==> src/rtl/uart_mmio.sv <==
// uart_mmio: memory-mapped 8N1 UART with TXD/RXD/CON registers for a MIPS-style MEM stage
module uart_mmio #(
    parameter int CLKS_PER_BIT = 10417
) (
    input  logic        clk,
    input  logic        reset,
    input  logic        EX_MemRead,
    input  logic        EX_MemWrite,
    input  logic [31:0] EX_ALUOut,
    input  logic [31:0] EX_WrData,
    input  logic        UART_RX,
    output logic        UART_TX,
    output logic [31:0] UARTReadOut,
    output logic        UARTHit
);
    localparam int CW = (CLKS_PER_BIT > 2) ? $clog2(CLKS_PER_BIT) : 1;
    localparam logic [CW-1:0] LAST = CW'(CLKS_PER_BIT - 1);
    localparam logic [CW-1:0] HALF = CW'(CLKS_PER_BIT / 2 - 1);
    localparam logic [31:0] TXD_A = 32'h4000_0018;
    localparam logic [31:0] RXD_A = 32'h4000_001C;
    localparam logic [31:0] CON_A = 32'h4000_0020;

    typedef enum logic [1:0] {IDLE, START, DATA, STOP} state_t;

    state_t        tx_st_q, tx_st_d, rx_st_q, rx_st_d;
    logic [CW-1:0] tx_cnt_q, tx_cnt_d, rx_cnt_q, rx_cnt_d;
    logic [2:0]    tx_bit_q, tx_bit_d, rx_bit_q, rx_bit_d;
    logic [7:0]    tx_byte_q, tx_byte_d, rx_data_q, rx_data_d, rx_sh_q, rx_sh_d;
    logic          tx_q, tx_d, tx_done_q, tx_done_d;
    logic          rx_valid_q, rx_valid_d, rx_ovr_q, rx_ovr_d, ferr_q, ferr_d;
    logic          s1_q, s2_q;
    logic          hit_tx, hit_rx, hit_con, tx_busy, tx_wr, rx_rd, con_wr;
    logic          tx_last, rx_ok, rx_bad, unused_ok;

    assign hit_tx      = EX_ALUOut == TXD_A;
    assign hit_rx      = EX_ALUOut == RXD_A;
    assign hit_con     = EX_ALUOut == CON_A;
    assign UARTHit     = hit_tx | hit_rx | hit_con;
    assign tx_busy     = tx_st_q != IDLE;
    assign tx_wr       = EX_MemWrite & hit_tx & ~tx_busy;
    assign rx_rd       = EX_MemRead & hit_rx;
    assign con_wr      = EX_MemWrite & hit_con;
    assign UART_TX     = tx_q;
    assign unused_ok   = ^EX_WrData[31:8];
    assign UARTReadOut = hit_tx  ? {24'b0, tx_byte_q} :
                         hit_rx  ? {24'b0, rx_data_q} :
                         hit_con ? {27'b0, ferr_q, tx_done_q, rx_ovr_q, rx_valid_q, tx_busy} : 32'b0;

    always_comb begin
        tx_st_d   = tx_st_q;
        tx_cnt_d  = tx_cnt_q + 1'b1;
        tx_bit_d  = tx_bit_q;
        tx_byte_d = tx_byte_q;
        tx_d      = tx_q;
        tx_last   = 1'b0;
        unique case (tx_st_q)
            IDLE: begin
                tx_cnt_d = '0;
                if (tx_wr) begin
                    tx_st_d   = START;
                    tx_byte_d = EX_WrData[7:0];
                    tx_d      = 1'b0;
                end
            end
            START: if (tx_cnt_q == LAST) begin
                tx_st_d  = DATA;
                tx_cnt_d = '0;
                tx_bit_d = '0;
                tx_d     = tx_byte_q[0];
            end
            DATA: if (tx_cnt_q == LAST) begin
                tx_cnt_d = '0;
                tx_bit_d = tx_bit_q + 3'd1;
                tx_st_d  = (tx_bit_q == 3'd7) ? STOP : DATA;
                tx_d     = (tx_bit_q == 3'd7) ? 1'b1 : tx_byte_q[tx_bit_d];
            end
            STOP: if (tx_cnt_q == LAST) begin
                tx_st_d  = IDLE;
                tx_cnt_d = '0;
                tx_last  = 1'b1;
            end
        endcase
    end

    // START only waits half a bit so every later sample lands mid-bit
    always_comb begin
        rx_st_d  = rx_st_q;
        rx_cnt_d = rx_cnt_q + 1'b1;
        rx_bit_d = rx_bit_q;
        rx_sh_d  = rx_sh_q;
        rx_ok    = 1'b0;
        rx_bad   = 1'b0;
        unique case (rx_st_q)
            IDLE: begin
                rx_cnt_d = '0;
                rx_st_d  = s2_q ? IDLE : START;
            end
            START: if (rx_cnt_q == HALF) begin
                rx_cnt_d = '0;
                rx_bit_d = '0;
                rx_st_d  = s2_q ? IDLE : DATA;
            end
            DATA: if (rx_cnt_q == LAST) begin
                rx_cnt_d = '0;
                rx_sh_d  = {s2_q, rx_sh_q[7:1]};
                rx_bit_d = rx_bit_q + 3'd1;
                rx_st_d  = (rx_bit_q == 3'd7) ? STOP : DATA;
            end
            STOP: if (rx_cnt_q == LAST) begin
                rx_cnt_d = '0;
                rx_st_d  = IDLE;
                rx_ok    = s2_q;
                rx_bad   = ~s2_q;
            end
        endcase
    end

    // hardware set wins over a same-cycle clear
    assign rx_data_d  = rx_ok ? rx_sh_q : rx_data_q;
    assign rx_valid_d = rx_ok | (rx_valid_q & ~rx_rd);
    assign rx_ovr_d   = (rx_ok & rx_valid_q) | (rx_ovr_q & ~(con_wr & EX_WrData[2]));
    assign tx_done_d  = tx_last | (tx_done_q & ~(con_wr & EX_WrData[3]));
    assign ferr_d     = rx_bad | (ferr_q & ~(con_wr & EX_WrData[4]));

    always_ff @(posedge clk) begin
        if (reset) begin
            tx_st_q    <= IDLE;
            rx_st_q    <= IDLE;
            tx_cnt_q   <= '0;
            rx_cnt_q   <= '0;
            tx_bit_q   <= '0;
            rx_bit_q   <= '0;
            tx_byte_q  <= '0;
            rx_data_q  <= '0;
            rx_sh_q    <= '0;
            tx_q       <= 1'b1;
            tx_done_q  <= 1'b0;
            rx_valid_q <= 1'b0;
            rx_ovr_q   <= 1'b0;
            ferr_q     <= 1'b0;
            s1_q       <= 1'b1;
            s2_q       <= 1'b1;
        end else begin
            tx_st_q    <= tx_st_d;
            rx_st_q    <= rx_st_d;
            tx_cnt_q   <= tx_cnt_d;
            rx_cnt_q   <= rx_cnt_d;
            tx_bit_q   <= tx_bit_d;
            rx_bit_q   <= rx_bit_d;
            tx_byte_q  <= tx_byte_d;
            rx_data_q  <= rx_data_d;
            rx_sh_q    <= rx_sh_d;
            tx_q       <= tx_d;
            tx_done_q  <= tx_done_d;
            rx_valid_q <= rx_valid_d;
            rx_ovr_q   <= rx_ovr_d;
            ferr_q     <= ferr_d;
            s1_q       <= UART_RX;
            s2_q       <= s1_q;
        end
    end
endmodule
==> config.mk <==
export PLATFORM = sky130hd
export DESIGN_NAME = uart_mmio
export DESIGN_NICKNAME = d
export VERILOG_FILES = /design/src/rtl/uart_mmio.sv
export SDC_FILE = /design/constraint.sdc
export NUM_CORES = 1
export LEC_CHECK = 0
export ABC_AREA = 0
export CORE_MARGIN = 1
export CORE_UTILIZATION = 48
export DETAILED_ROUTE_END_ITERATION = 8
export PLACE_DENSITY = 0.84
export SLEW_MARGIN = 5
export SYNTH_ARGS = -nofsm -noshare
export SYNTH_HDL_FRONTEND = slang
export SYNTH_SLANG_ARGS = --single-unit
==> constraint.sdc <==
create_clock -name clk -period 2.5 [get_ports clk]
set_input_delay 0.375 -clock clk [delete_from_list [all_inputs] [get_ports clk]]
set_output_delay 0.375 -clock clk [all_outputs]
set_load 0.01 [all_outputs]
==> results of run 1 <==
-- metrics by stage --
stage | instances | setup TNS, ns | utilization
2_1_floorplan | 415 | 0 | -
3_3_place_gp | 543 | -3.116 | 0.5781
3_5_place_dp | 543 | -3.414 | 0.5781
4_1_cts | 572 | 0 | 0.6276
5_1_grt | 571 | 0 | 0.6383
6_report | 571 | 0 | 0.6383
-- state kept, by name, summed over array words and instances, names as in the netlist, named ones only --
| register | count |
|---|---|
| rx_valid_q | 1 |
| rx_ovr_q | 1 |
| rx_data_q | 8 |
| tx_byte_q | 8 |
| rx_bit_q | 3 |
| tx_st_q | 2 |
| ferr_q | 1 |
| s1_q | 1 |
| UART_TX | 1 |
| tx_done_q | 1 |
| rx_sh_q | 8 |
| rx_cnt_q | 14 |
| tx_bit_q | 3 |
| tx_cnt_q | 14 |
| rx_st_q | 1 |
| s2_q | 1 |
-- cell usage in the layout (no fill, tap or decap), types with 6 or more instances in the layout --
| cell | n |
|---|---|
| a21oi_1 | 18 |
| and3_1 | 7 |
| buf_4 | 16 |
| buf_6 | 10 |
| clkbuf_8 | 11 |
| clkdlybuf4s50_1 | 13 |
| conb_1 | 24 |
| dfxtp_1 | 69 |
| dlygate4sd2_1 | 10 |
| dlymetal6s2s_1 | 22 |
| ha_1 | 13 |
| inv_1 | 21 |
| mux2i_1 | 26 |
| nand2_1 | 18 |
| nand2b_1 | 6 |
| nand3_1 | 7 |
| nand4_1 | 13 |
| nor2_1 | 58 |
| o21ai_0 | 6 |
| or3_1 | 6 |
| xnor2_1 | 8 |
| xor2_1 | 12 |
-- logic make-up after synthesis --
logic type,count (synthesis)
adders and majority gates,13
xor gates and xnor gates,20
DFF,69
other,1
buffers and inverters,59
and+or+nand+nor,158
AOI/OAI and AO/OA,44
muxes,28
-- power by group through the flow --
stage	combinational, uW	clock (uW)	sequential, uW
floorplan	70.5	0	1130
global placement	126	0	1130
detailed placement	127	0	1130
CTS	130	959	1100
global route	140	1020	1100
finish	129	934	1100
-- timing repair --
action,CTS,global route
setup buffers,11,1
cloned,2,0
setup endpoints to repair,9,9
pin swaps,12,13
gates resized for setup,62,29
-- cell type report --
cell class	instances	area, um2
repair buffers	79	795.8
fillers	558	2624
clock inverters	5	58.81
well taps	99	123.9
multi-input cells	287	2039
clock buffers	11	151.4
flip-flops and latches	69	1381
inverters	21	78.83
-- worst min path at each step --
| stage | start | cells after the start | slack, ns | end |
|---|---|---|---|---|
| finish | s1_q$_SDFF_PP1_ | 1 | 0.42 | s2_q$_SDFF_PP1_ |
| global route | s1_q$_SDFF_PP1_ | 1 | 0.44 | s2_q$_SDFF_PP1_ |
| CTS | s1_q$_SDFF_PP1_ | 1 | 0.42 | s2_q$_SDFF_PP1_ |
| detailed placement | s1_q$_SDFF_PP1_ | 1 | 0.40 | s2_q$_SDFF_PP1_ |
| global placement | s1_q$_SDFF_PP1_ | 1 | 0.40 | s2_q$_SDFF_PP1_ |
| floorplan | s1_q$_SDFF_PP1_ | 1 | 0.39 | s2_q$_SDFF_PP1_ |
-- metal layers --
layer	wire, um	vias up	share of wire	GRT usage
li1	-	1473	-	-
met1	3325	1432	0.39	0.2413
met2	4331	111	0.51	0.4224
met3	528	24	0.062	0.05597
met4	294	0	0.035	0.1320
met5	0	-	0	0
==> flow_metrics.env, run 1 <==
export IMPL_synth_seq_cells=69
export IMPL_cp_depth=8
export IMPL_place_congestion=0.8488
export IMPL_ios=103
export IMPL_timing_hold_ws_ns=0.4162
export IMPL_crit_end="UARTReadOut[5]"
export IMPL_min_path_type="flop to flop"
export IMPL_wl_per_cell_um=14.85
export IMPL_worst_path_max_fanout=4
export IMPL_initialDrtViolationCount=217
export IMPL_grt_pass1_vias=3053
export IMPL_power_density_nw_per_um2=468.2
export IMPL_crit_buf_inv=4
export IMPL_netlist_area_um2=3586
export IMPL_ant_nets=0
export IMPL_clk_pin_slew_ns=0.07
export IMPL_htree_levels=3
export IMPL_max_stage_delay_ns=0.31
export IMPL_placed_cell_area_um2=4193
export IMPL_grt_usage=0.2311
export IMPL_antenna_found_initial=0
export IMPL_hold_viol_final=0
export IMPL_diodes=0
export IMPL_dpl_hpwl_um=5501
export IMPL_io_buffers=54
export IMPL_num_nets_final=549
export IMPL_cp_end_kind="primary output"
export IMPL_p_int_uw=1683
export IMPL_grt_max_degree=27
export IMPL_muxShareOfSynthArea=0.08514
export IMPL_ys_seq_area_frac=0.3852
export IMPL_status="finished, final reports clean"
export IMPL_startpoint="EX_ALUOut[22]"
export IMPL_setup_ws_ns=0.1082
export IMPL_crit_arrival_ns=2.02
export IMPL_synth_edff_count=0
export IMPL_period_share=0.9567
export IMPL_synth_xor_area_frac=0.04885
export IMPL_peakVddDrop_uv=398.7
export IMPL_setup_violations=0
export IMPL_num_rows=31
export IMPL_first_pass_iters=4
export IMPL_cts_buffers=9
export IMPL_dieWidth_um=88.44
export IMPL_insertion_delay_ns=0.34
export IMPL_start_kind="input pin"
export IMPL_fin_area_um2=4629
export IMPL_route_detailed_drc=0
export IMPL_sw_frac_of_total=0.2236
export IMPL_synth_most_common_cell="dfxtp_1"
export IMPL_yosysUniqueCellTypes=53
export IMPL_power_leakage_uw=0.002023
export IMPL_ys_warn_count=0
export IMPL_cts_tree="yes"
export IMPL_synth_ff_type="dfxtp_1"
export IMPL_reg2reg_to="UART_TX$_SDFFE_PP1P_"
export IMPL_synthArstFlopShare=0
export IMPL_netlist_area_leader_share=0.3852
export IMPL_cp_data_required_time_ns=2.12
export IMPL_synth_top_family_by_area="simple AND/OR/NAND/NOR gates"
export IMPL_core_area_um2=7253
export IMPL_drive_gt1_frac=0.1631
export IMPL_power_switching_uw=484.7
export IMPL_crit_family="buffers and inverters"
export IMPL_yosys_top_cells_area="dfxtp_1 39%, mux2i_1 7.3%, nor2_1 6.2%, buf_4 5.0%, ha_1 4.5%"
export IMPL_p_comb_frac=0.060
export IMPL_max_freq_mhz=418.1
export IMPL_synth_compound_area_frac=0.08409
export IMPL_routed_via_density=5.324
export IMPL_root_buffer="clkbuf_8"
export IMPL_slew_violations=0
export IMPL_reg2reg_depth=6
export IMPL_ctsLongestPathBuffers=2
export IMPL_worstSetupPathType="input pin to primary output"
export IMPL_p_total_uw=2168
export IMPL_synth_adder_area_share=0.04536
export IMPL_wl_um=8479
export IMPL_chipHeight_um=88.44
export IMPL_crit_chain="dlygate4sd2_1 > nor4_2 > nand4_2 > buf_6 > nor2_4 > buf_4 > a22o_1 > clkdlybuf4s15_1"
export IMPL_synth_area_leader_cell="dfxtp_1"
export IMPL_grt_first_pass_wirelength_um=13740
export IMPL_vias=3040
export IMPL_synth_simple_gate_area_share=0.2575
export IMPL_hold_buffers=0
export IMPL_r2r_slack_ns=0.40
export IMPL_drv_cap=0
export IMPL_netlist_instances=392
export IMPL_die_area_um2=7821
export IMPL_area_delta_synth_final_pct=29.10
export IMPL_fin_crit_ns=2.392
export IMPL_initial_core_util=0.4944
export IMPL_clock_power_share=0.431
export IMPL_grt_setup_unrepaired="false"
export IMPL_reg2reg_from="tx_bit_q[0]$_SDFFE_PP0P_"
export IMPL_clock_skew_ns=0.008760
export IMPL_seq_power_share=0.510
export IMPL_clock_sinks=69
export IMPL_crit_slowest_cell="nor4_2"
export IMPL_synthTopCellsByCount="69 x dfxtp_1, 59 x nor2_1, 26 x mux2i_1, 24 x buf_4, 21 x inv_1"
export IMPL_avgSynthCellArea_um2=9.148
export IMPL_pre_cts_slack_ns=-0.4112
export IMPL_grt_ovfl_total=0
No activity file was read; power rests on OpenSTA's default activity.
==> run 2: changes to the inputs <==
Settings changed: CORE_MARGIN 1 to 2, PLACE_DENSITY 0.84 to 0.8.
==> flow_metrics.env, run 2 (same netlist as run 1, synthesis figures left out) <==
export IMPL_cts_tree="yes"
export IMPL_diodes=0
export IMPL_power_leakage_uw=0.001931
export IMPL_reg2reg_depth=4
export IMPL_fin_area_um2=4576
export IMPL_initial_core_util=0.4944
export IMPL_crit_chain="clkdlybuf4s50_1 > nor4_4 > nand4_1 > nor2_2 > buf_2 > a222oi_1 > inv_1 > buf_2"
export IMPL_worst_slew_pin_slew_ns=0.4847
export IMPL_reg_top3="rx_cnt_q: 14 flops, tx_cnt_q: 14 flops"
export IMPL_crit_arrival_ns=2.00
export IMPL_power_density_nw_per_um2=493.2
export IMPL_placed_cell_area_um2=4200
export IMPL_reg2reg_from="tx_cnt_q[9]$_SDFF_PP0_"
export IMPL_area_delta_synth_final_pct=27.60
export IMPL_ctsLongestPathBuffers=2
export IMPL_grt_pass1_vias=2940
export IMPL_clock_sinks=69
export IMPL_max_stage_delay_ns=0.44
export IMPL_cts_buffers=9
export IMPL_ant_nets=0
export IMPL_dpl_hpwl_um=5469
export IMPL_mostFrequentLayoutCell="dfxtp_1"
export IMPL_worst_path_max_fanout=4
export IMPL_start_kind="input pin"
export IMPL_fill_cells=601
export IMPL_slew_violations=0
export IMPL_crit_slowest_cell="clkdlybuf4s50_1"
export IMPL_area_sequential_um2=1381
export IMPL_die_area_um2=8178
export IMPL_first_pass_iters=4
export IMPL_route_detailed_drc=0
export IMPL_ios=103
export IMPL_final_cell_mix="69 x dfxtp_1, 58 x nor2_1, 26 x mux2i_1"
export IMPL_peakVddDrop_uv=345.3
export IMPL_antenna_found_initial=0
export IMPL_grt_setup_unrepaired="false"
export IMPL_vias=2975
export IMPL_utilization=0.6308
export IMPL_cp_end_kind="primary output"
export IMPL_hold_viol_final=0
export IMPL_cp_common_cell="buf_2"
export IMPL_max_freq_mhz=421.6
export IMPL_cp_data_required_time_ns=2.12
export IMPL_grt_max_degree=21
export IMPL_p_total_uw=2257
export IMPL_grt_first_pass_wirelength_um=13440
export IMPL_drv_cap=0
export IMPL_core_area_um2=7253
export IMPL_wl_um=7998
export IMPL_r2r_slack_ns=0.49
export IMPL_num_nets_final=550
export IMPL_root_buffer="clkbuf_8"
export IMPL_dieWidth_um=90.44
export IMPL_place_congestion=0.8362
export IMPL_slew_headroom=0.6725
export IMPL_insertion_delay_ns=0.35
export IMPL_fin_crit_ns=2.372
export IMPL_period_share=0.9488
export IMPL_io_buffers=54
export IMPL_multiInputGateArea_um2=2043
export IMPL_num_rows=31
export IMPL_clk_pin_slew_ns=0.07
export IMPL_grt_ovfl_total=0
export IMPL_min_path_type="flop to flop"
export IMPL_drive_gt1_frac=0.1670
export IMPL_htree_levels=3
export IMPL_wl_per_cell_um=13.98
export IMPL_setup_violations=0
export IMPL_reg2reg_to="tx_cnt_q[3]$_SDFF_PP0_"
export IMPL_crit_end="UARTReadOut[2]"
export IMPL_status="finished, final reports clean"
export IMPL_grt_usage=0.1999
export IMPL_startpoint="EX_ALUOut[8]"
export IMPL_initialDrtViolationCount=209
export IMPL_chipHeight_um=90.44
export IMPL_clock_skew_ns=0.009739
export IMPL_routed_via_density=5.201
export IMPL_worstSetupPathType="input pin to primary output"
run 2: worst min path at each step:
stage	startpoint	endpoint	slack (ns)	cells after the start
after CTS	s1_q$_SDFF_PP1_	s2_q$_SDFF_PP1_	0.43	1
after global placement	s1_q$_SDFF_PP1_	s2_q$_SDFF_PP1_	0.40	1
final	s1_q$_SDFF_PP1_	s2_q$_SDFF_PP1_	0.42	1
after floorplan	s1_q$_SDFF_PP1_	s2_q$_SDFF_PP1_	0.39	1
after detailed placement	s1_q$_SDFF_PP1_	s2_q$_SDFF_PP1_	0.41	1
after global routing	s1_q$_SDFF_PP1_	s2_q$_SDFF_PP1_	0.44	1
run 2: layer usage:
layer / part of all wire / wire (um) / vias up / track usage
met3: 0.073 / 586 / 18 / 0.06427
met2: 0.50 / 3961 / 99 / 0.3465
met1: 0.41 / 3303 / 1386 / 0.2300
met5: 0 / 0 / - / 0
met4: 0.018 / 146 / 0 / 0.07436
li1: - / - / 1472 / -
run 2: report_power, final:
| part | internal [uW] | switching [uW] |
|---|---|---|
| Sequential | 1100 | 2.95 |
| Clock | 617 | 409 |
| Combinational | 64.8 | 61.6 |
| Total | 1780 | 473 |
run 2: stage by stage:
| step | instances | worst slack [ns] | setup TNS, ns | hold slack, ns |
|---|---|---|---|---|
| floorplan | 415 | 0.5012 | 0 | 0.3895 |
| global route | 572 | 0.03069 | 0 | 0.4421 |
| global placement | 544 | -0.3488 | -2.966 | 0.3960 |
| CTS | 571 | 0.001079 | 0 | 0.4274 |
| finish | 572 | 0.1279 | 0 | 0.4189 |
| detailed placement | 544 | -0.3924 | -3.347 | 0.4058 |
run 2: what timing repair did:
item | in CTS | in global routing
pin swaps | 13 | 12
setup buffers | 9 | 2
setup endpoints to repair | 9 | 9
resized for setup | 65 | 23
gates cloned | 2 | 1
hold buffers | 0 | 0
hold endpoints to repair | 0 | 0
run 2: critical path: cells and delay by family:
| kind | cells | cell delay (ns) |
|---|---|---|
| compound gates | 1 | 0.11 |
| buf+inv | 4 | 0.80 |
| simple gates | 3 | 0.70 |
run 2: cell type report:
| class | count | area share |
|---|---|---|
| multi-input cells | 287 | 0.4465 |
| flip-flops and latches | 69 | 0.3019 |
| repair buffers | 80 | 0.1578 |
| clock buffers | 13 | 0.03473 |
| well taps | 99 | 0.02707 |
| inverters | 21 | 0.01723 |
| clock inverters | 3 | 0.01477 |
